--- src/rtl/frame_draw_sequencer_if.sv ---
// Shared VGA write-port bundle between the draw clients and the sequencer.
// The sequencer is the master; clients and the adapter sit on the slave side.
interface frame_draw_sequencer_if #(
    parameter int X_W = 10,
    parameter int Y_W = 9
);
    logic [X_W-1:0] bk_x, bd_x, sp_x;
    logic [Y_W-1:0] bk_y, bd_y, sp_y;
    logic [2:0]     bk_col, bd_col, sp_col;
    logic           bk_plot, bd_plot, sp_plot;
    logic           bk_done, bd_done, sp_done;
    logic           bk_en, bd_en, sp_en;
    logic [X_W-1:0] vga_x;
    logic [Y_W-1:0] vga_y;
    logic [2:0]     vga_colour;
    logic           vga_plot;

    modport master (
        input  bk_x, bd_x, sp_x,
        input  bk_y, bd_y, sp_y,
        input  bk_col, bd_col, sp_col,
        input  bk_plot, bd_plot, sp_plot,
        input  bk_done, bd_done, sp_done,
        output bk_en, bd_en, sp_en,
        output vga_x, vga_y, vga_colour, vga_plot
    );

    modport slave (
        output bk_x, bd_x, sp_x,
        output bk_y, bd_y, sp_y,
        output bk_col, bd_col, sp_col,
        output bk_plot, bd_plot, sp_plot,
        output bk_done, bd_done, sp_done,
        input  bk_en, bd_en, sp_en,
        input  vga_x, vga_y, vga_colour, vga_plot
    );
endinterface

--- src/rtl/frame_draw_sequencer.sv ---
// Runs background, border and sprite engines in turn on each frame tick,
// muxing the active engine onto the single VGA write port.
module frame_draw_sequencer #(
    parameter int X_W     = 10,
    parameter int Y_W     = 9,
    parameter int TIMEOUT = 77000
) (
    input  logic       clk,
    input  logic       resetn,
    input  logic       frame_tick,
    input  logic [2:0] skip_mask,
    frame_draw_sequencer_if.master bus,
    output logic       busy,
    output logic       frame_done,
    output logic [7:0] overrun_cnt,
    output logic       timeout_err
);
    localparam int WD_W = $clog2(TIMEOUT) + 1;

    typedef enum logic [2:0] {
        IDLE, ARM_BK, RUN_BK, ARM_BD, RUN_BD, ARM_SP, RUN_SP, DONE
    } state_t;

    state_t          state, state_n;
    logic [2:0]      mask_q;
    logic [2:0]      en_q;
    logic            pending;
    logic [WD_W-1:0] wd;
    logic            wd_hit, abort, start, in_run, in_frame;

    // First unskipped phase at or after ph (0=bk, 1=bd, 2=sp).
    function automatic state_t arm_from(input logic [2:0] m,
                                        input logic [1:0] ph);
        if (ph == 2'd0 && !m[0]) return ARM_BK;
        if (ph <= 2'd1 && !m[1]) return ARM_BD;
        if (!m[2]) return ARM_SP;
        return DONE;
    endfunction

    assign wd_hit   = (wd == WD_W'(TIMEOUT - 1));
    assign in_run   = (state == RUN_BK) || (state == RUN_BD) ||
                      (state == RUN_SP);
    assign in_frame = (state != IDLE) && (state != DONE);
    assign start    = ((state == IDLE) && frame_tick) ||
                      ((state == DONE) && (pending || frame_tick));

    always_ff @(posedge clk) begin
        if (!resetn) begin
            state       <= IDLE;
            en_q        <= '0;
            mask_q      <= '0;
            pending     <= 1'b0;
            wd          <= '0;
            overrun_cnt <= '0;
            timeout_err <= 1'b0;
        end else begin
            state   <= state_n;
            en_q[0] <= (state_n == ARM_BK) || (state_n == RUN_BK);
            en_q[1] <= (state_n == ARM_BD) || (state_n == RUN_BD);
            en_q[2] <= (state_n == ARM_SP) || (state_n == RUN_SP);
            if (start) mask_q <= skip_mask;
            if (state == DONE) pending <= 1'b0;
            else if (frame_tick && in_frame) pending <= 1'b1;
            if (frame_tick && in_frame && overrun_cnt != 8'hFF)
                overrun_cnt <= overrun_cnt + 8'd1;
            wd <= in_run ? wd + 1'b1 : '0;
            if (abort) timeout_err <= 1'b1;
        end
    end

    always_comb begin
        state_n = state;
        abort   = 1'b0;
        unique case (state)
            IDLE:
                if (frame_tick) state_n = arm_from(skip_mask, 2'd0);
            ARM_BK: state_n = RUN_BK;
            ARM_BD: state_n = RUN_BD;
            ARM_SP: state_n = RUN_SP;
            RUN_BK:
                if (bus.bk_done) state_n = arm_from(mask_q, 2'd1);
                else if (wd_hit) begin
                    state_n = DONE;
                    abort   = 1'b1;
                end
            RUN_BD:
                if (bus.bd_done) state_n = arm_from(mask_q, 2'd2);
                else if (wd_hit) begin
                    state_n = DONE;
                    abort   = 1'b1;
                end
            RUN_SP:
                if (bus.sp_done) state_n = DONE;
                else if (wd_hit) begin
                    state_n = DONE;
                    abort   = 1'b1;
                end
            DONE:
                if (pending || frame_tick)
                    state_n = arm_from(skip_mask, 2'd0);
                else
                    state_n = IDLE;
            default: state_n = IDLE;
        endcase
    end

    // ARM cycles see stale client registers, so only RUN forwards pixels.
    always_comb begin
        busy           = (state != IDLE);
        frame_done     = (state == DONE);
        bus.vga_x      = '0;
        bus.vga_y      = '0;
        bus.vga_colour = '0;
        bus.vga_plot   = 1'b0;
        unique case (state)
            RUN_BK: begin
                bus.vga_x      = bus.bk_x;
                bus.vga_y      = bus.bk_y;
                bus.vga_colour = bus.bk_col;
                bus.vga_plot   = bus.bk_plot;
            end
            RUN_BD: begin
                bus.vga_x      = bus.bd_x;
                bus.vga_y      = bus.bd_y;
                bus.vga_colour = bus.bd_col;
                bus.vga_plot   = bus.bd_plot;
            end
            RUN_SP: begin
                bus.vga_x      = bus.sp_x;
                bus.vga_y      = bus.sp_y;
                bus.vga_colour = bus.sp_col;
                bus.vga_plot   = bus.sp_plot;
            end
            default: ;
        endcase
    end

    assign bus.bk_en = en_q[0];
    assign bus.bd_en = en_q[1];
    assign bus.sp_en = en_q[2];
endmodule
--- src/flat_wrapper.sv ---
// flat-port wrapper written by rule: the top's interface ports become plain ports
module frame_draw_sequencer_flat 
#(
    parameter int X_W     = 10,
    parameter int Y_W     = 9,
    parameter int TIMEOUT = 77000
)
  (clk, resetn, frame_tick, skip_mask, busy, frame_done, overrun_cnt, timeout_err, bus_bk_x, bus_bd_x, bus_sp_x, bus_bk_y, bus_bd_y, bus_sp_y, bus_bk_col, bus_bd_col, bus_sp_col, bus_bk_plot, bus_bd_plot, bus_sp_plot, bus_bk_done, bus_bd_done, bus_sp_done, bus_bk_en, bus_bd_en, bus_sp_en, bus_vga_x, bus_vga_y, bus_vga_colour, bus_vga_plot);
  frame_draw_sequencer_if #(.X_W(X_W), .Y_W(Y_W)) bus_i ();
  input  logic clk;
  input  logic resetn;
  input  logic frame_tick;
  input  logic [2:0] skip_mask;
  output logic busy;
  output logic frame_done;
  output logic [7:0] overrun_cnt;
  output logic timeout_err;
  input wire logic [$bits(bus_i.bk_x)-1:0] bus_bk_x;
  input wire logic [$bits(bus_i.bd_x)-1:0] bus_bd_x;
  input wire logic [$bits(bus_i.sp_x)-1:0] bus_sp_x;
  input wire logic [$bits(bus_i.bk_y)-1:0] bus_bk_y;
  input wire logic [$bits(bus_i.bd_y)-1:0] bus_bd_y;
  input wire logic [$bits(bus_i.sp_y)-1:0] bus_sp_y;
  input wire logic [$bits(bus_i.bk_col)-1:0] bus_bk_col;
  input wire logic [$bits(bus_i.bd_col)-1:0] bus_bd_col;
  input wire logic [$bits(bus_i.sp_col)-1:0] bus_sp_col;
  input wire logic [$bits(bus_i.bk_plot)-1:0] bus_bk_plot;
  input wire logic [$bits(bus_i.bd_plot)-1:0] bus_bd_plot;
  input wire logic [$bits(bus_i.sp_plot)-1:0] bus_sp_plot;
  input wire logic [$bits(bus_i.bk_done)-1:0] bus_bk_done;
  input wire logic [$bits(bus_i.bd_done)-1:0] bus_bd_done;
  input wire logic [$bits(bus_i.sp_done)-1:0] bus_sp_done;
  output wire logic [$bits(bus_i.bk_en)-1:0] bus_bk_en;
  output wire logic [$bits(bus_i.bd_en)-1:0] bus_bd_en;
  output wire logic [$bits(bus_i.sp_en)-1:0] bus_sp_en;
  output wire logic [$bits(bus_i.vga_x)-1:0] bus_vga_x;
  output wire logic [$bits(bus_i.vga_y)-1:0] bus_vga_y;
  output wire logic [$bits(bus_i.vga_colour)-1:0] bus_vga_colour;
  output wire logic [$bits(bus_i.vga_plot)-1:0] bus_vga_plot;
  assign bus_i.bk_x = bus_bk_x;
  assign bus_i.bd_x = bus_bd_x;
  assign bus_i.sp_x = bus_sp_x;
  assign bus_i.bk_y = bus_bk_y;
  assign bus_i.bd_y = bus_bd_y;
  assign bus_i.sp_y = bus_sp_y;
  assign bus_i.bk_col = bus_bk_col;
  assign bus_i.bd_col = bus_bd_col;
  assign bus_i.sp_col = bus_sp_col;
  assign bus_i.bk_plot = bus_bk_plot;
  assign bus_i.bd_plot = bus_bd_plot;
  assign bus_i.sp_plot = bus_sp_plot;
  assign bus_i.bk_done = bus_bk_done;
  assign bus_i.bd_done = bus_bd_done;
  assign bus_i.sp_done = bus_sp_done;
  assign bus_bk_en = bus_i.bk_en;
  assign bus_bd_en = bus_i.bd_en;
  assign bus_sp_en = bus_i.sp_en;
  assign bus_vga_x = bus_i.vga_x;
  assign bus_vga_y = bus_i.vga_y;
  assign bus_vga_colour = bus_i.vga_colour;
  assign bus_vga_plot = bus_i.vga_plot;
  frame_draw_sequencer #(.X_W(X_W), .Y_W(Y_W), .TIMEOUT(TIMEOUT)) u_core (.clk(clk), .resetn(resetn), .frame_tick(frame_tick), .skip_mask(skip_mask), .bus(bus_i), .busy(busy), .frame_done(frame_done), .overrun_cnt(overrun_cnt), .timeout_err(timeout_err));
endmodule
--- config.mk ---
export PLATFORM = sky130hd
export DESIGN_NAME = frame_draw_sequencer_flat
export DESIGN_NICKNAME = d
export VERILOG_FILES = /design/src/rtl/frame_draw_sequencer_if.sv /design/src/rtl/frame_draw_sequencer.sv /design/src/flat_wrapper.sv
export SDC_FILE = /design/constraint.sdc
export NUM_CORES = 1
export LEC_CHECK = 0
export ABC_AREA = 1
export BUFFER_PORTS_ARGS = -buffer_cell sky130_fd_sc_hd__buf_2
export CAP_MARGIN = 20
export CORE_AREA = 4 4 103 105
export DETAILED_ROUTE_END_ITERATION = 6
export DIE_AREA = 0 0 107 109
export PLACE_DENSITY = 0.51
export SYNTH_ARGS = -nofsm -noshare
export SYNTH_HDL_FRONTEND = slang
export SYNTH_SLANG_ARGS = --single-unit
--- constraint.sdc ---
create_clock -name clk -period 1.9 [get_ports clk]
set_clock_uncertainty 0.15 [all_clocks]
set_input_delay 0.285 -clock clk [delete_from_list [all_inputs] [get_ports clk]]
set_output_delay 0.285 -clock clk [all_outputs]
set_load 0.03 [all_outputs]
After elaboration in Yosys (flattened, before gate mapping)
Index checks and enable logic that the tools add are counted.
{"block": "classes", "bitwise_logic": 1, "n_eq_ne": 16, "reduce_logical": 16, "muxes": 61, "addsub": 2}
{"operator": "$mux W3", "n": 21}
{"operator": "$mux W1", "n": 34}
{"operator": "$pmux W10 S3", "n": 1}
{"operator": "$pmux W9 S3", "n": 1}
{"operator": "$pmux W3 S8", "n": 1}
{"operator": "$eq A3 B3 Y1 const B", "n": 7}
{"operator": "$add A18 B1 Y18 const B", "n": 1}
{"operator": "$eq A18 B17 Y1 const B", "n": 1}
{"operator": "$eq A3 B2 Y1 const B", "n": 4}
{"operator": "$pmux W3 S3", "n": 1}
{"operator": "$add A8 B1 Y8 const B", "n": 1}
{"operator": "$ne A8 B8 Y1 const B", "n": 1}
{"operator": "$logic_or A1 B1 Y1", "n": 7}
{"operator": "$eq A3 B1 Y1 const B", "n": 2}
{"operator": "$pmux W1 S3", "n": 2}
{"operator": "$logic_and A1 B1 Y1", "n": 5}
{"operator": "$logic_not A3 Y1", "n": 1}
{"operator": "$ne A3 B3 Y1 const B", "n": 1}
{"operator": "$reduce_bool A3 Y1", "n": 1}
{"operator": "$reduce_and A2 Y1", "n": 1}
{"operator": "$reduce_or A2 Y1", "n": 1}
{"operator": "$not A1 Y1", "n": 1}
{"block": "totals", "word_cells": 103, "inputBits": 78, "ff_bits": 37, "output_inout_bits": 37}

Longest topological paths before layout
Gate-level depths: netlist (run 1).
{"block": "depth", "word_depth": 17, "mapped_depth": 13, "depth_no_buf": 13}

Least setup slack after synthesis (run 1)
OpenSTA, ideal clock, no wires.
{"block": "synth_path", "path_type": "register to output", "from": "register u_core.state[2]", "to": "output bus_vga_colour[0]", "stages_incl_launch_ff": 8, "arrival_ps": 1383, "path_buffers": 1, "path_slack_ps": 82, "cell_sequence": "dfxtp_1 -> inv_2 -> nor2_2 -> inv_2 -> nor2_2 -> clkbuf_1 -> nand2_1 -> nand3_1"}
{"block": "synth_via", "elab_chain_len": 2, "elab_cells_between_ends": 4, "cone_classes": "eq/ne: 3; mux: 1"}
{"item": "start, declared", "line_no": "frame_draw_sequencer.sv:24", "source": "state_t state, state_n;"}
{"item": "start signal, assigned", "line_no": "frame_draw_sequencer.sv:57", "source": "state <= state_n;"}
{"item": "$eq A3 B3 Y1 or $eq A3 B2 Y1 (tied branches)", "line_no": "frame_draw_sequencer.sv:115", "source": "unique case (state)"}
{"item": "$pmux W3 S3 (*)", "line_no": "frame_draw_sequencer.sv:115"}
{"item": "end, declared", "line_no": "flat_wrapper.sv:38", "source": "output wire logic [$bits(bus_i.vga_colour)-1:0] bus_vga_colour;"}
Mark *: on every way between the ends. The rest lies on a longest branch, timed or not.

Worst setup path after layout (run 1)
{"block": "layout_path", "from": "register u_core.state[2]", "to": "output bus_vga_y[0]"}
{"block": "layout_via", "elab_chain_len": 2, "elab_cells_between_ends": 4, "cone_classes": "eq/ne: 3; mux: 1"}
{"item": "$eq A3 B3 Y1 or $eq A3 B2 Y1 (tied branches)", "line_no": "frame_draw_sequencer.sv:115"}
{"item": "$pmux W9 S3 (*)", "line_no": "frame_draw_sequencer.sv:115"}
{"item": "end, declared", "line_no": "flat_wrapper.sv:37", "source": "output wire logic [$bits(bus_i.vga_y)-1:0] bus_vga_y;"}
Marked as above.

==> results of run 1 <==
==> timing repair <==
action / CTS / global route
gates resized for setup: 80 / 40
setup endpoints to repair: 23 / 27
pin swaps: 2 / 4
setup buffers: 6 / 2
cloned: 3 / 2
==> routing by layer <==
layer / track usage / part of all wire / vias up / wire, um
li1: - / - / 1467 / -
met1: 0.165 / 0.41 / 1300 / 3500
met2: 0.242 / 0.54 / 55 / 4640
met3: 0.0272 / 0.036 / 14 / 307
met4: 0.0365 / 0.014 / 0 / 119
met5: 0 / 0 / - / 0
==> Yosys cell counts <==
| master | n |
|---|---|
| nand2_4 | 1 |
| xnor2_1 | 3 |
| nand4_1 | 6 |
| nor3_4 | 2 |
| nand3_4 | 1 |
| xor2_1 | 3 |
| inv_1 | 40 |
| inv_4 | 1 |
| clkbuf_1 | 7 |
| o211ai_1 | 1 |
| nor2_1 | 17 |
| a211oi_1 | 1 |
| o21ai_1 | 5 |
| nor2_2 | 9 |
| a21oi_1 | 26 |
| nand2_2 | 10 |
| o21ai_2 | 1 |
| nand3_2 | 6 |
| ha_1 | 2 |
| nor3_1 | 5 |
| inv_2 | 14 |
| or2_0 | 1 |
| dfxtp_1 | 36 |
| buf_2 | 2 |
| nand3_1 | 40 |
| a221oi_1 | 1 |
| nor2_4 | 2 |
| o21a_1 | 1 |
| o21ai_0 | 11 |
| a21oi_4 | 1 |
| nor4_2 | 1 |
| or2_2 | 1 |
| nor4_1 | 1 |
| nand2_1 | 114 |
==> cell families (layout without fill, tap and decap cells) <==
kind of cell | after synthesis | count (layout) | synth area share
AND/OR/NAND/NOR | 217 | 217 | 0.445
adder cells (fa/ha/maj) | 2 | 2 | 0.0106
buffers and inverters | 64 | 200 | 0.104
XOR/XNOR | 6 | 6 | 0.0223
flip-flops | 36 | 36 | 0.306
AO/OA/AOI/OAI | 48 | 48 | 0.113
==> critical path, cell delays in order (launching register included) <==
cell and delay (ns):
dfxtp_4 0.38, inv_4 0.04, nor2_4 0.10, inv_2 0.06, nor2_4 0.13, buf_12 0.14
buf_12 0.14, nand2_4 0.06, nand3_4 0.06, buf_6 0.13
==> how the worst min path moves through the flow <==
stage / to / cells past startpoint
3_3_place_gp: u_core.wd[0] / 1
2_1_floorplan: u_core.mask_q[2] / 2
4_1_cts: u_core.mask_q[2] / 3
5_1_grt: u_core.mask_q[2] / 3
3_5_place_dp: u_core.wd[0] / 1
6_report: u_core.mask_q[2] / 3
==> registers in the layout, summed over array words and instances (netlist names) <==
signal              cells
u_core.en_q             3
u_core.mask_q           2
u_core.overrun_cnt      8
u_core.pending          1
u_core.state            3
u_core.timeout_err      1
u_core.wd              18
==> per-stage QoR <==
step	util	setup slack, ns
after floorplan	-	0.0823
after global placement	0.327	-0.0145
after detailed placement	0.327	-0.00345
after CTS	0.380	-0.0898
after global routing	0.396	-0.150
final	0.396	-0.0755
==> layout make-up <==
cell class              count  area share
clock inverters             1     0.00786
multi-input cells         273       0.425
well taps                 133      0.0436
inverters                  55      0.0573
flip-flops and latches     36       0.190
repair inverters            2     0.00393
repair buffers            135       0.247
clock buffers               7      0.0252
==> power breakdown <==
| group | total (W) | switching, W | internal [W] |
|---|---|---|---|
| registers | 0.000915 | 0.0000708 | 0.000845 |
| clock network | 0.000745 | 0.000282 | 0.000463 |
| logic | 0.00218 | 0.00130 | 0.000882 |
==> run_results.csv, run 1 <==
group,metric,value,unit
timing,slew_viol_final,0,
logic_synthesis,syn_area,0.00236,mm2
finish,final_cells,642,
finish,fillers,1023,
critical_path,crit_arrival,1.54,ns
critical_path,critPathLaunchType,"register",
min_path,min_path_type,"in -> reg",
grt,grt_start_max_net_pins,14,
cts,cts-root-buf,"clkbuf_8",
finish,multi_input_area,0.00162,mm2
cts,ctsHoldBuffers,0,
grt,grt_first_pass_wirelength,12900,um
critical_path,critical_path_class,"reg -> out",
floorplan,fp.dieW,107,um
critical_path,ff2ff_path_depth,14,
cts,numCtsBuffers,5,
placed_design,post-place-cells,622,
finish,final_cell_mix,"nand2_1 (91), buf_2 (91), inv_1 (40)",
status,violations,"negative setup slack",
pwr,powerDensity,1010,mW/mm2
logic_synthesis,seq_area_frac_synth,0.306,
drt,vias,2836,
placed_design,portBuffers,114,
drt,wl,8570,um
pwr,cellLeakagePower,1.91,nW
drt,detail-route-antenna-nets,0,
status,status,"finished, violations left",
drt,remaining_drc_errors,0,
drt,viasPerCell,4.42,
critical_path,r2r_start,"u_core.state[2]",
placed_design,dp_hpwl,6020,um
finish,area_growth,62.0,%
logic_synthesis,avgSynthCellArea,6.32,um2
pwr,finalPower,0.00384,W
timing,finalSetupViolations,17,
critical_path,regToRegSetupSlack,0.13,ns
cts,clkLatencyLatePin,0.29,ns
logic_synthesis,synth.net_count,453,
finish,final_cell_area,0.00382,mm2
logic_synthesis,yosys_warnings,0,
logic_synthesis,synth-seq-cells,36,
timing,rsz0062_at_grt,"true",
timing,relSlewSlack,0.788,
floorplan,die_y,109,um
grt,grt_use_total,0.135,
logic_synthesis,yosys.area.top_type,"dfxtp_1",
critical_path,crit_start,"u_core.state[2]",
floorplan,die_area,0.0117,mm2
critical_path,crit_fanout,7,
timing,final.setup.tns,-0.919,ns
timing,layout_setup_ws,-0.0755,ns
cts,cts_sinks,36,
logic_synthesis,yosysTopAreaCellShare,0.306,
floorplan,start_util,0.245,
finish,nNetsFinal,588,
floorplan,io_pins,115,
critical_path,required,1.46,ns
critical_path,reg2reg_to,"u_core.en_q[1]",
cts,cts.clk_slew.worst_paths,0.08,ns
finish,antenna_cells,0,
grt,grt_overflow_total,0,
timing,holdWs,0.0885,ns
drt,wl_per_cell,13.3,um
logic_synthesis,netlist_instances,373,
logic_synthesis,synth_area_leaders,"dfxtp_1 (31%), nand2_1 (18%), nand3_1 (8.5%), inv_1 (6.4%), a21oi_1 (5.5%)",
finish,drive_gt1_frac,0.485,
finish,seqCellArea,727,um2
logic_synthesis,ys_types,34,
timing,max_freq,0.506,GHz
pwr,vdd_drop_max,0.000418,V
timing,period_share,1.04,
min_path,hp-start,"skip_mask[2]",
drt,dr.first_iter.drc_count,167,
placed_design,postPlaceCellArea,0.00315,mm2
drt,drt_first_pass_iters,4,
flow_run,drv_cap,0,
grt,antenna_found_initial,0,
grt,grt_pass1_vias,2693,
critical_path,cp-endpoint,"bus_vga_y[0]",
cts,cts_tree,"done",
critical_path,worstSetupEndpointType,"output pin",
placed_design,place_congestion,0.836,
cts,cts_max_level,2,
cts,clockBufferDepth,2,
timing,min_period,1.98,ns
timing,final_hold_viol_count,0,
timing,worst_pin_slew,0.315,ns
floorplan,rows,36,
floorplan,coreArea,0.00964,mm2
No activity file was read; power rests on OpenSTA's default activity.
==> run 2: changes to the inputs <==
--- a/config.mk
+++ b/config.mk
@@ -11,6 +11,7 @@
 export CORE_AREA = 4 4 103 105
 export DETAILED_ROUTE_END_ITERATION = 6
 export DIE_AREA = 0 0 107 109
+export HOLD_SLACK_MARGIN = 0.1
 export PLACE_DENSITY = 0.51
 export SYNTH_ARGS = -nofsm -noshare
 export SYNTH_HDL_FRONTEND = slang
==> constraint.sdc (replaced) <==
create_clock -name clk -period 2.2 [get_ports clk]
set_clock_uncertainty 0.15 [all_clocks]
set_input_delay 0.33 -clock clk [delete_from_list [all_inputs] [get_ports clk]]
set_output_delay 0.33 -clock clk [all_outputs]
set_load 0.03 [all_outputs]
==> run 2 against run 1 <==
Against the previous run:
- the run now ends clean
- critical path type unchanged
- wire length is 15% lower
- clock power is 39% lower
- via count is 6.6% lower
- flip-flop and latch count stayed put
- sequential power is 12% lower
- critical path depth is 1 lower
- final cell count is 3.4% lower
- non-clock buffer count is 19 lower
- global-route usage is 1.6 points lower
==> run_results.csv, run 2 (same netlist as run 1, synthesis figures left out) <==
group,metric,value,unit
status,status,"finished clean",
pwr,cellLeakagePower,1.54,nW
critical_path,crit_buf_inv,4,
grt,grt_pass1_vias,2430,
drt,drt_first_pass_iters,4,
finish,nNetsFinal,567,
cts,clockBufferDepth,2,
floorplan,die_y,109,um
placed_design,place_congestion,0.821,
floorplan,io_pins,115,
drt,vias,2649,
critical_path,worstSetupEndpointType,"output pin",
finish,largest_reg_flops,18,
timing,slew_viol_final,0,
drt,wl_per_cell,11.7,um
cts,ctsHoldBuffers,0,
timing,finalSetupViolations,0,
finish,final_cell_mix,"nand2_1 (114), buf_2 (112), nand3_1 (40), inv_1 (40), dfxtp_1 (33)",
cts,clkLatencyLatePin,0.28,ns
placed_design,dp_hpwl,5820,um
finish,antenna_cells,0,
critical_path,worst_path_most_repeated_cell,"inv_2",
cts,cts_tree,"done",
placed_design,portBuffers,114,
finish,regMostFlops,"u_core.wd",
critical_path,crit_fanout,12,
floorplan,fp.dieW,107,um
drt,wl,7270,um
pwr,powerDensity,819,mW/mm2
critical_path,slowest_stage,"dfxtp_2",
finish,post-route-util,0.333,
cts,cts.clk_slew.worst_paths,0.08,ns
finish,seqCellArea,724,um2
drt,dr.first_iter.drc_count,169,
timing,period_share,0.947,
finish,reg_top3,"u_core.wd (18), u_core.overrun_cnt (8)",
critical_path,critical_path_class,"reg -> out",
grt,antenna_found_initial,0,
finish,multi_input_area,0.00140,mm2
critical_path,path_delay_family,"buffers and inverters",
grt,grt_use_total,0.119,
finish,drive_gt1_frac,0.359,
critical_path,required,1.72,ns
timing,final.setup.tns,0,ns
critical_path,crit_arrival,1.60,ns
grt,grt_start_max_net_pins,27,
min_path,min_path_type,"in -> reg",
cts,cts_sinks,36,
cts,numCtsBuffers,5,
critical_path,cp_cell_sequence,"inv_2 -> nor2_2 -> inv_2 -> nor2_4 -> clkbuf_16 -> nand2_1 -> nand3_1 -> buf_2",
finish,fillers,1094,
cts,cts-root-buf,"clkbuf_8",
grt,grt_first_pass_wirelength,11400,um
finish,area_growth,36.1,%
floorplan,coreArea,0.00964,mm2
grt,grt_overflow_total,0,
critical_path,max_stage_delay,0.39,ns
drt,detail-route-antenna-nets,0,
cts,post_cts_buffers,0,
drt,remaining_drc_errors,0,
timing,max_freq,0.480,GHz
timing,worst_pin_slew,0.290,ns
pwr,vdd_drop_max,0.000274,V
critical_path,critPathLaunchType,"register",
floorplan,start_util,0.245,
cts,cts_max_level,2,
timing,holdWs,0.137,ns
timing,rsz0062_at_grt,"false",
drt,viasPerCell,4.27,
floorplan,die_area,0.0117,mm2
timing,final_hold_viol_count,0,
floorplan,rows,36,
flow_run,drv_cap,0,
finish,final_common_cell,"nand2_1",
timing,relSlewSlack,0.805,
timing,min_period,2.08,ns
[run 2: cell types whose count changed in the layout (fill, tap and decap cells not counted), sizes merged]
cell,before,now
clkbuf,8,9
clkinv,1,2
inv,56,54
bufinv,1,0
buf,134,113
[run 2: final timing paths]
path                                       from                end  slack (ns)  cells after the start
worst max-delay path            u_core.state[2]  bus_vga_colour[1]        0.12                      8
worst min-delay path               skip_mask[2]   u_core.mask_q[2]        0.14                      3
worst max register to register     u_core.wd[0]      u_core.wd[16]        0.41                     10
worst min register to register     u_core.wd[0]       u_core.wd[0]        0.31                      1
[run 2: per-layer routing]
metal | vias to the layer above | track usage | wire length, um
li1 | 1423 | - | -
met1 | 1172 | 0.156 | 3160
met2 | 45 | 0.201 | 3810
met3 | 9 | 0.0255 | 235
met4 | 0 | 0.0283 | 70
met5 | - | 0 | 0
[run 2: power by group]
part / internal (W) / leakage [nW] / switching (W) / total (W)
logic: 0.000433 / 1.21 / 0.000941 / 0.00137
registers: 0.000729 / 0.293 / 0.0000723 / 0.000801
clock network: 0.000216 / 0.0410 / 0.000238 / 0.000453
total: 0.00138 / 1.54 / 0.00125 / 0.00263
[run 2: worst register-to-register path: cells and delay by family, from the launching register on]
family	cells	cell delay, ns
flip-flops	1	0.36
AO/OA/AOI/OAI	2	0.18
adder cells (fa/ha/maj)	1	0.21
AND/OR/NAND/NOR	5	0.66
buffers and inverters	2	0.12
[run 2: area by class of cell]
class	count	area share
clock inverters	1	0.00156
inverters	55	0.0682
well taps	133	0.0518
repair buffers	116	0.193
clock buffers	6	0.0226
flip-flops and latches	36	0.226
multi-input cells	273	0.437
[run 2: stage by stage]
| stage | cells | setup slack, ns | instance area, um2 | power (W) |
|---|---|---|---|---|
| after global placement | 612 | 0.252 | 3080 | 0.00215 |
| after detailed placement | 612 | 0.227 | 3080 | 0.00214 |
| after global routing | 620 | 0.0101 | 3210 | 0.00282 |
| final | 620 | 0.117 | 3210 | 0.00263 |
| after CTS | 619 | 0.0172 | 3160 | 0.00261 |
| after floorplan | 373 | 0.337 | 2360 | 0.00176 |
[run 2: timing repair]
item | 4_1_cts | 5_1_grt
gates resized for setup | 2 | 10
endpoints found under the hold margin | 0 | 0
setup endpoints to repair | 23 | 23
cloned | 0 | 1
==> run 3: changes to the inputs <==
--- a/config.mk
+++ b/config.mk
@@ -6,6 +6,7 @@
 export NUM_CORES = 1
 export LEC_CHECK = 0
 export ABC_AREA = 1
+export ABC_CLOCK_PERIOD_IN_PS = 2000
 export BUFFER_PORTS_ARGS = -buffer_cell sky130_fd_sc_hd__buf_2
 export CAP_MARGIN = 20
 export CORE_AREA = 4 4 103 105
==> constraint.sdc (replaced) <==
create_clock -name clk -period 2 [get_ports clk]
set_clock_uncertainty 0.15 [all_clocks]
set_input_delay 0.3 -clock clk [delete_from_list [all_inputs] [get_ports clk]]
set_output_delay 0.3 -clock clk [all_outputs]
set_load 0.03 [all_outputs]
==> run 3 against run 2 <==
Against the previous run:
- sequential power rose by 9.1%
- global-route usage rose by 0.54 points
- die area did not move
- largest cell class unchanged
- the run now ends with negative setup slack left
- first-iteration DRC count fell by 13%
- via count rose by 5.2%
- largest power group unchanged
- highest routed layer unchanged
==> run_results.csv, run 3 (same netlist as run 1, synthesis figures left out) <==
group,metric,value,unit
cts,clockBufferDepth,2,
grt,grt_pass1_vias,2525,
drt,vias,2788,
placed_design,portBuffers,114,
critical_path,crit_fanout,6,
finish,fillers,1035,
cts,cts.clk_slew.worst_paths,0.07,ns
finish,multi_input_area,0.00158,mm2
pwr,cellLeakagePower,1.85,nW
drt,detail-route-antenna-nets,0,
timing,slew_viol_final,0,
drt,wl_per_cell,13.1,um
floorplan,io_pins,115,
critical_path,required,1.55,ns
finish,drive_gt1_frac,0.455,
timing,worst_pin_slew,0.312,ns
timing,min_period,2.00,ns
timing,holdWs,0.137,ns
timing,period_share,1.00,
cts,cts_max_level,2,
cts,cts_sinks,36,
grt,grt_start_max_net_pins,27,
finish,final_cell_mix,"nand2_1 (98), buf_2 (91), inv_1 (40)",
floorplan,coreArea,0.00964,mm2
critical_path,critical_path_class,"reg -> out",
finish,reg_top3,"u_core.wd (18), u_core.overrun_cnt (8)",
timing,finalSetupViolations,1,
placed_design,place_congestion,0.822,
cts,clkLatencyLatePin,0.29,ns
cts,cts_tree,"done",
timing,layout_setup_ws,-0.00319,ns
status,violations,"negative setup slack",
finish,area_growth,57.5,%
finish,nNetsFinal,581,
drt,wl,8290,um
timing,relSlewSlack,0.790,
timing,rsz0062_at_grt,"true",
critical_path,critPathLaunchType,"register",
drt,viasPerCell,4.40,
finish,regMostFlops,"u_core.wd",
floorplan,start_util,0.245,
finish,final_common_cell,"nand2_1",
drt,dr.first_iter.drc_count,147,
floorplan,die_y,109,um
critical_path,crit_arrival,1.55,ns
floorplan,rows,36,
cts,cts-root-buf,"clkbuf_8",
cts,numCtsBuffers,5,
finish,antenna_cells,0,
placed_design,dp_hpwl,5930,um
min_path,min_path_type,"in -> reg",
timing,final_hold_viol_count,0,
flow_run,drv_cap,0,
placed_design,postPlaceCellArea,0.00311,mm2
pwr,vdd_drop_max,0.000295,V
floorplan,fp.dieW,107,um
finish,final_cell_area,0.00371,mm2
grt,antenna_found_initial,0,
timing,max_freq,0.499,GHz
grt,grt_overflow_total,0,
pwr,powerDensity,930,mW/mm2
status,status,"finished, violations left",
grt,grt_first_pass_wirelength,11900,um
grt,grt_use_total,0.125,
finish,largest_reg_flops,18,
floorplan,die_area,0.0117,mm2
critical_path,worstSetupEndpointType,"output pin",
drt,remaining_drc_errors,0,
finish,seqCellArea,726,um2
drt,drt_first_pass_iters,5,
-- run 3: cell count changes in the layout (fill, tap and decap cells not counted), moves of 3 or more --
cell and change:
nand2_2 +13, buf_4 +8, nand2_4 +3, nand3_1 -23
nand2_1 -16, nand3_2 +23, inv_4 +3, buf_6 +23
buf_2 -21
-- run 3: worst max-delay path: stages (launching register included) --
cell and delay, ns:
dfxtp_4 0.36, inv_4 0.04, nor2_4 0.14, inv_4 0.05, nor2_4 0.12, buf_12 0.14, buf_16 0.12, nand2_1 0.08
nand3_2 0.08, buf_6 0.13
-- run 3: where the power goes --
group | switching [W] | total [W] | leakage, nW | internal (W)
Clock | 0.000258 | 0.000565 | 0.0503 | 0.000307
Sequential | 0.0000735 | 0.000874 | 0.293 | 0.000801
Combinational | 0.00122 | 0.00202 | 1.50 | 0.000800
-- run 3: worst paths after layout --
check | start | endpoint | slack [ns] | cells after the start
worst min-delay path | skip_mask[1] | u_core.mask_q[1] | 0.14 | 3
worst min register to register | u_core.wd[0] | u_core.wd[0] | 0.31 | 1
worst max-delay path | u_core.state[2] | bus_vga_x[5] | -0.003 | 9
worst max register to register | u_core.state[0] | u_core.en_q[0] | 0.17 | 11
-- run 3: metal layers --
metal,global-route usage,part of all wire
met4,0.0338,0.015
met5,0,0
met3,0.0296,0.040
met2,0.211,0.53
met1,0.159,0.41
-- run 3: what timing repair did --
| item | 4_1_cts | 5_1_grt |
|---|---|---|
| setup endpoints to repair | 23 | 23 |
| gates cloned | 2 | 3 |
| setup buffers | 2 | 3 |
| pin swaps | 0 | 2 |
| hold buffers | 1 | 0 |
| endpoints found under the hold margin | 1 | 0 |
| resized for setup | 32 | 81 |
-- run 3: layout make-up --
class,count,area share
Tap cell,133,0.0448
Timing Repair Buffer,128,0.244
Sequential cell,36,0.195
Inverter,55,0.0610
Multi-Input combinational cell,273,0.425
Timing Repair inverter,2,0.00404
Clock buffer,7,0.0259
-- run 3: metrics by stage --
step                      instances  setup TNS, ns  setup WS (ns)   util  power [W]
after global routing            634          -1.06        -0.0833  0.385    0.00368
after detailed placement        616              0          0.104  0.323    0.00239
after global placement          616              0          0.141  0.323    0.00239
after floorplan                 373              0          0.167      -    0.00194
final                           634       -0.00319       -0.00319  0.385    0.00346
after CTS                       628              0        0.00854  0.351    0.00317
